**src/rtl/bcd_seq_pkg.sv**
```systemverilog
// Shared types and constants for the sequential binary-to-BCD converter.
// Holds the FSM state enum, the double-dabble adjust constants and a sizing helper.
package bcd_seq_pkg;

    typedef enum logic [1:0] {
        IDLE,
        SHIFT,
        DONE
    } bcd_state_t;

    localparam logic [3:0] BCD_ADJ_THRESH = 4'd4;
    localparam logic [3:0] BCD_ADJ_ADD    = 4'd3;

    // Decimal digits needed to show the largest unsigned value of 'width' bits.
    function automatic int bcd_digits_needed(input int width);
        longint unsigned v;
        int              n;
        v = (longint'(1) << width) - 1;
        n = 1;
        while (v > 64'd9) begin
            v = v / 64'd10;
            n = n + 1;
        end
        return n;
    endfunction

endpackage

```
**src/rtl/bcd_digit_adj.sv**
```systemverilog
// Combinational double-dabble nibble adjuster: adds 3 to any digit above 4.
// Ports: nib_in (4-bit BCD digit), nib_out (adjusted digit, 4-bit wrap).
module bcd_digit_adj
    import bcd_seq_pkg::*;
(
    input  logic [3:0] nib_in,
    output logic [3:0] nib_out
);

    always_comb begin
        nib_out = nib_in;
        if (nib_in > BCD_ADJ_THRESH) begin
            nib_out = nib_in + BCD_ADJ_ADD;
        end
    end

endmodule

```
**src/rtl/bcd_seq_ctrl.sv**
```systemverilog
// Multi-cycle double-dabble binary-to-BCD controller, one shift per clock.
// Ports: clk, rst_n (async low), start_valid/start_ready/b_in request,
//        done_valid/done_ready/bcd_out response, busy (SHIFT or DONE),
//        ovf (only when BCD_SEQ_OVF_EN is defined: result truncated).
module bcd_seq_ctrl
    import bcd_seq_pkg::*;
#(
    parameter int WIDTH  = 8,
    parameter int DIGITS = 3
) (
    input  logic                  clk,
    input  logic                  rst_n,
    input  logic                  start_valid,
    output logic                  start_ready,
    input  logic [WIDTH-1:0]      b_in,
    output logic                  done_valid,
    input  logic                  done_ready,
    output logic [4*DIGITS-1:0]   bcd_out,
`ifdef BCD_SEQ_OVF_EN
    output logic                  ovf,
`endif
    output logic                  busy
);

    localparam int BW = 4 * DIGITS;
    localparam int CW = (WIDTH > 1) ? $clog2(WIDTH) : 1;

    bcd_state_t        state_q,   state_d;
    logic [WIDTH-1:0]  bin_sr_q,  bin_sr_d;
    logic [BW-1:0]     bcd_sr_q,  bcd_sr_d;
    logic [BW-1:0]     bcd_out_q, bcd_out_d;
    logic [CW-1:0]     cnt_q,     cnt_d;
    logic [BW-1:0]     bcd_adj;

`ifdef BCD_SEQ_OVF_EN
    logic              ovf_flag_q, ovf_flag_d;
`endif

    for (genvar g = 0; g < DIGITS; g++) begin : g_adj
        bcd_digit_adj u_adj (
            .nib_in  (bcd_sr_q[4*g +: 4]),
            .nib_out (bcd_adj[4*g +: 4])
        );
    end

    always_comb begin
        state_d   = state_q;
        bin_sr_d  = bin_sr_q;
        bcd_sr_d  = bcd_sr_q;
        bcd_out_d = bcd_out_q;
        cnt_d     = cnt_q;
`ifdef BCD_SEQ_OVF_EN
        ovf_flag_d = ovf_flag_q;
`endif
        unique case (state_q)
            IDLE: begin
                if (start_valid) begin
                    bin_sr_d = b_in;
                    bcd_sr_d = '0;
                    cnt_d    = '0;
                    state_d  = SHIFT;
`ifdef BCD_SEQ_OVF_EN
                    ovf_flag_d = 1'b0;
`endif
                end
            end
            SHIFT: begin
                // Adjust first, then shift the binary MSB into digit 0.
                bcd_sr_d = {bcd_adj[BW-2:0], bin_sr_q[WIDTH-1]};
                bin_sr_d = {bin_sr_q[WIDTH-2:0], 1'b0};
                cnt_d    = cnt_q + 1'b1;
`ifdef BCD_SEQ_OVF_EN
                // Bit falling off the top digit means the value did not fit.
                ovf_flag_d = ovf_flag_q | bcd_adj[BW-1];
`endif
                if (cnt_q == CW'(WIDTH - 1)) begin
                    state_d   = DONE;
                    bcd_out_d = {bcd_adj[BW-2:0], bin_sr_q[WIDTH-1]};
                end
            end
            DONE: begin
                if (done_ready) begin
                    state_d = IDLE;
                end
            end
            default: begin
                state_d = IDLE;
            end
        endcase
    end

    always_ff @(posedge clk or negedge rst_n) begin
        if (!rst_n) begin
            state_q   <= IDLE;
            bin_sr_q  <= '0;
            bcd_sr_q  <= '0;
            bcd_out_q <= '0;
            cnt_q     <= '0;
        end else begin
            state_q   <= state_d;
            bin_sr_q  <= bin_sr_d;
            bcd_sr_q  <= bcd_sr_d;
            bcd_out_q <= bcd_out_d;
            cnt_q     <= cnt_d;
        end
    end

`ifdef BCD_SEQ_OVF_EN
    always_ff @(posedge clk or negedge rst_n) begin
        if (!rst_n) begin
            ovf_flag_q <= 1'b0;
        end else begin
            ovf_flag_q <= ovf_flag_d;
        end
    end

    assign ovf = ovf_flag_q & (state_q == DONE);
`endif

    assign start_ready = (state_q == IDLE);
    assign done_valid  = (state_q == DONE);
    assign busy        = (state_q != IDLE);
    assign bcd_out     = bcd_out_q;

endmodule
```
**config.mk**
```make
export PLATFORM = sky130hd
export DESIGN_NAME = bcd_seq_ctrl
export DESIGN_NICKNAME = d
export VERILOG_FILES = /design/src/rtl/bcd_seq_pkg.sv /design/src/rtl/bcd_digit_adj.sv /design/src/rtl/bcd_seq_ctrl.sv
export SDC_FILE = /design/constraint.sdc
export NUM_CORES = 1
export LEC_CHECK = 0
export BUFFER_PORTS_ARGS = -buffer_cell sky130_fd_sc_hd__buf_2
export CAP_MARGIN = 20
export CORE_MARGIN = 2
export CORE_UTILIZATION = 38
export CTS_BUF_LIST = sky130_fd_sc_hd__clkbuf_4 sky130_fd_sc_hd__clkbuf_8
export DETAILED_ROUTE_END_ITERATION = 7
export MAX_ROUTING_LAYER = met4
export SLEW_MARGIN = 40
export SYNTH_ARGS = -nofsm -noshare
export SYNTH_HDL_FRONTEND = slang
export SYNTH_SLANG_ARGS = --single-unit
```
**constraint.sdc**
```tcl
create_clock -name clk -period 1.74 [get_ports clk]
set_clock_uncertainty 0.05 [all_clocks]
set_input_delay 0.087 -clock clk [delete_from_list [all_inputs] [get_ports clk]]
set_output_delay 0.087 -clock clk [all_outputs]
set_load 0.03 [all_outputs]
```
==> metrics.csv <==
stage,metric,value,unit
outcome,outcome,completed,
floorplanning,io_pins,27,
finish,antenna_cells,0,
sta,fin_tns_setup,0,ps
drt,routedWlPerCell,12.4,um
clock_network,root_buffer,clkbuf_8,
global_routing,grt_use_total,0.154,
drt,dr.pass1.iters,4,
synth,netlist_area,0.00186,sq mm
synth,synthFlopType,dfrtp_1,
synth,synth_nets,205,
worst_setup_path,critPathLaunch,state_q[0]$_DFFE_PN0P_,
clock_network,cts_made_buffers,5,
drt,drt_iter0_markers,101,
finish,utilization,0.465,
floorplanning,core_area,0.00472,sq mm
clock_network,hold_buffers,2,
drt,viasPerCell,4.86,
synth,yosys-top-cells-count,"dfrtp_1 (37), o21ai_0 (26), nand2_1 (20)",
clock_network,h-tree-depth,2,
placed_design,place_area,0.00209,sq mm
sta,slew_headroom,0.676,
global_routing,grt_pass1_vias,1415,
power_and_ir_drop,peakVddDrop,0.842,mV
synth,syn_inst,185,
worst_setup_path,crit_required,1600,ps
synth,synth_area_per_cell,10.1,sq um
floorplanning,dieHeight,74.0,um
synth,ys_seq_area_frac,0.497,
synth,yosysWarnings,0,
drt,ant_nets,0,
synth,ys_seq_elements,37,
power_and_ir_drop,power_frac_comb,0.493,
worst_setup_path,cp_max_fo,7,
clock_network,ctsLongestPathBuffers,2,
hold_path,min_from,b_in[0],
synth,yosysMostFrequentCell,dfrtp_1,
sta,rsz0062_at_grt,false,
worst_setup_path,path_class,reg2out,
clock_network,cts_tree,done,
hold_path,hp-class,in2reg,
drt,wirelength,3.57,mm
power_and_ir_drop,power_density,1870,mW/mm^2
finish,fillCellCount,468,
clock_network,cts_num_sinks,37,
worst_setup_path,cp_data_arrival_time,1460,ps
power_and_ir_drop,power.internal,2.39,mW
synth,synth_top_area_share,0.497,
worst_setup_path,critPathCaptureType,output pin,
finish,final_nets,240,
floorplanning,rows,25,
synth,synth_edf_count,0,
sta,fin_crit_sh,0.917,
sta,worst_pin_slew,486,ps
global_routing,grt_pass1_wl,6.22,mm
synth,synth_top_cell_by_area,dfrtp_1,
placed_design,dp_hpwl,2.54,mm
placed_design,dpl_worst_slack,165,ps
power_and_ir_drop,sw_frac_of_total,0.419,
sta,hold_violations,0,
floorplanning,start_util,0.394,
sta,fmax,0.627,GHz
placed_design,portBuffers,26,
job,max_cap_viol_count,0,
sta,finalSetupViolCount,0,
global_routing,grt_overflow_total,0,
power_and_ir_drop,p_seq_frac,0.365,
clock_network,cts-resized-gates,0,
finish,stdcell_area,0.00220,sq mm
global_routing,antenna_found_initial,0,
power_and_ir_drop,p_leak,1.05,nW
drt,drc_errors,0,
finish,layout-drive-gt1-share,0.271,
sta,setup_slack,144,ps
power_and_ir_drop,switchingPower,1.72,mW
clock_network,cts_setup_buffers,0,
synth,netlist_top_cells_area,"dfrtp_1 (50%), o21ai_0 (7.0%), ha_1 (5.4%)",
finish,area_growth,18.0,%
synth,synthArstFlopShare,1.00,
floorplanning,dieArea,0.00548,sq mm
worst_setup_path,reg2reg_from,bcd_sr_q[4]$_DFFE_PN0P_,
clock_network,clkLatencyLatePin,280,ps
floorplanning,fp.dieW,74.0,um
power_and_ir_drop,clkPwrFrac,0.142,
drt,vias,1401,
sta,fin_crit,1600,ps
synth,yosys.cell_types.count,27,
clock_network,path_clk_slew,80,ps
worst_setup_path,cp-start-kind,register,
sta,drv_slew,0,
placed_design,gp_congestion,0.758,
global_routing,grt_max_degree,38,
==> registers in the layout, summed over array words and instances (netlist names) <==
register and flops:
bcd_out 12, bcd_sr_q 12, bin_sr_q 8, cnt_q 3
state_q 2
==> cells by family (layout without fill, tap and decap cells) <==
logic type	count (synthesis)	count (layout)	share of synthesized area
AOI/OAI and AO/OA	62	62	0.200
DFF	37	37	0.497
and+or+nand+nor	45	45	0.124
buffers and inverters	21	57	0.0524
adders and majority gates	8	8	0.0538
xor gates and xnor gates	6	6	0.0282
muxes	6	6	0.0444
==> cells in the final DEF, fill, tap and decap left out <==
| cell type | Yosys | routed |
|---|---|---|
| a22oi_1 | 7 | 7 |
| buf_4 | 1 | 9 |
| a22o_1 | 5 | 5 |
| xnor2_1 | 6 | 6 |
| a21oi_1 | 16 | 16 |
| o21ai_0 | 26 | 26 |
| nor3_1 | 5 | 5 |
| ha_1 | 8 | 8 |
| or2_2 | 1 | 1 |
| clkinvlp_4 | 0 | 1 |
| nor2b_1 | 9 | 9 |
| o21bai_2 | 1 | 1 |
| a32o_1 | 1 | 1 |
| nand2_1 | 20 | 20 |
| inv_1 | 12 | 12 |
| mux2_2 | 2 | 2 |
| clkinv_2 | 0 | 2 |
| nor2_1 | 2 | 2 |
| nand2b_1 | 3 | 3 |
| clkbuf_8 | 0 | 5 |
| o21ai_1 | 2 | 2 |
| and2_4 | 3 | 3 |
| dlygate4sd3_1 | 0 | 2 |
| buf_2 | 6 | 26 |
| o21ai_2 | 4 | 4 |
| mux2_4 | 4 | 4 |
| nand2b_2 | 1 | 1 |
| nand2_2 | 1 | 1 |
| dfrtp_1 | 37 | 37 |
==> power by group through the flow <==
| stage | clock (mW) | combinational (mW) | sequential (mW) |
|---|---|---|---|
| 2_1_floorplan | 0 | 1.38 | 1.67 |
| 3_3_place_gp | 0 | 2.00 | 1.50 |
| 3_5_place_dp | 0 | 2.04 | 1.51 |
| 4_1_cts | 0.605 | 2.05 | 1.50 |
| 5_1_grt | 0.639 | 2.29 | 1.56 |
| 6_report | 0.582 | 2.02 | 1.50 |
==> worst paths after layout <==
path                                                 to  slack (ps)  cells past startpoint
worst max-delay path                        start_ready         140                      4
worst min-delay path            bin_sr_q[0]$_DFFE_PN0P_           3                      2
worst max register to register   bcd_out[5]$_DFFE_PN0P_         150                      6
worst min register to register   bcd_out[6]$_DFFE_PN0P_         420                      2
max in group asynchronous       bcd_sr_q[7]$_DFFE_PN0P_         990                      3
min in group asynchronous        bcd_out[3]$_DFFE_PN0P_         320                      3
==> worst max-delay path, cell delays in order, from the launching register on <==
cell and delay [ps]:
dfrtp_1 460, buf_4 190, or2_2 300, inv_1 50
buf_2 180
==> metrics by stage <==
stage | power, mW | hold WS [ps] | cells
3_5_place_dp | 3.55 | 111 | 278
5_1_grt | 4.48 | 35.9 | 288
3_3_place_gp | 3.51 | 111 | 278
2_1_floorplan | 3.04 | -259 | 185
6_report | 4.10 | 3.50 | 288
4_1_cts | 4.15 | 2.86 | 288
==> cell type report <==
type | instances | area (sq um) | share of cell area
Multi-Input combinational cell | 127 | 838 | 0.382
Sequential cell | 37 | 926 | 0.421
Clock buffer | 5 | 68.8 | 0.0313
Clock inverter | 3 | 17.5 | 0.00797
Timing Repair Buffer | 37 | 218 | 0.0991
Tap cell | 67 | 83.8 | 0.0382
Inverter | 12 | 45.0 | 0.0205
==> metal layers <==
metal,vias up,routed length (um),global-route usage
li1,702,-,-
met1,670,1720,0.197
met2,24,1700,0.242
met3,5,99,0.0339
met4,0,49,0.0545
met5,-,0,-
Power figures use the tool's default switching activity.
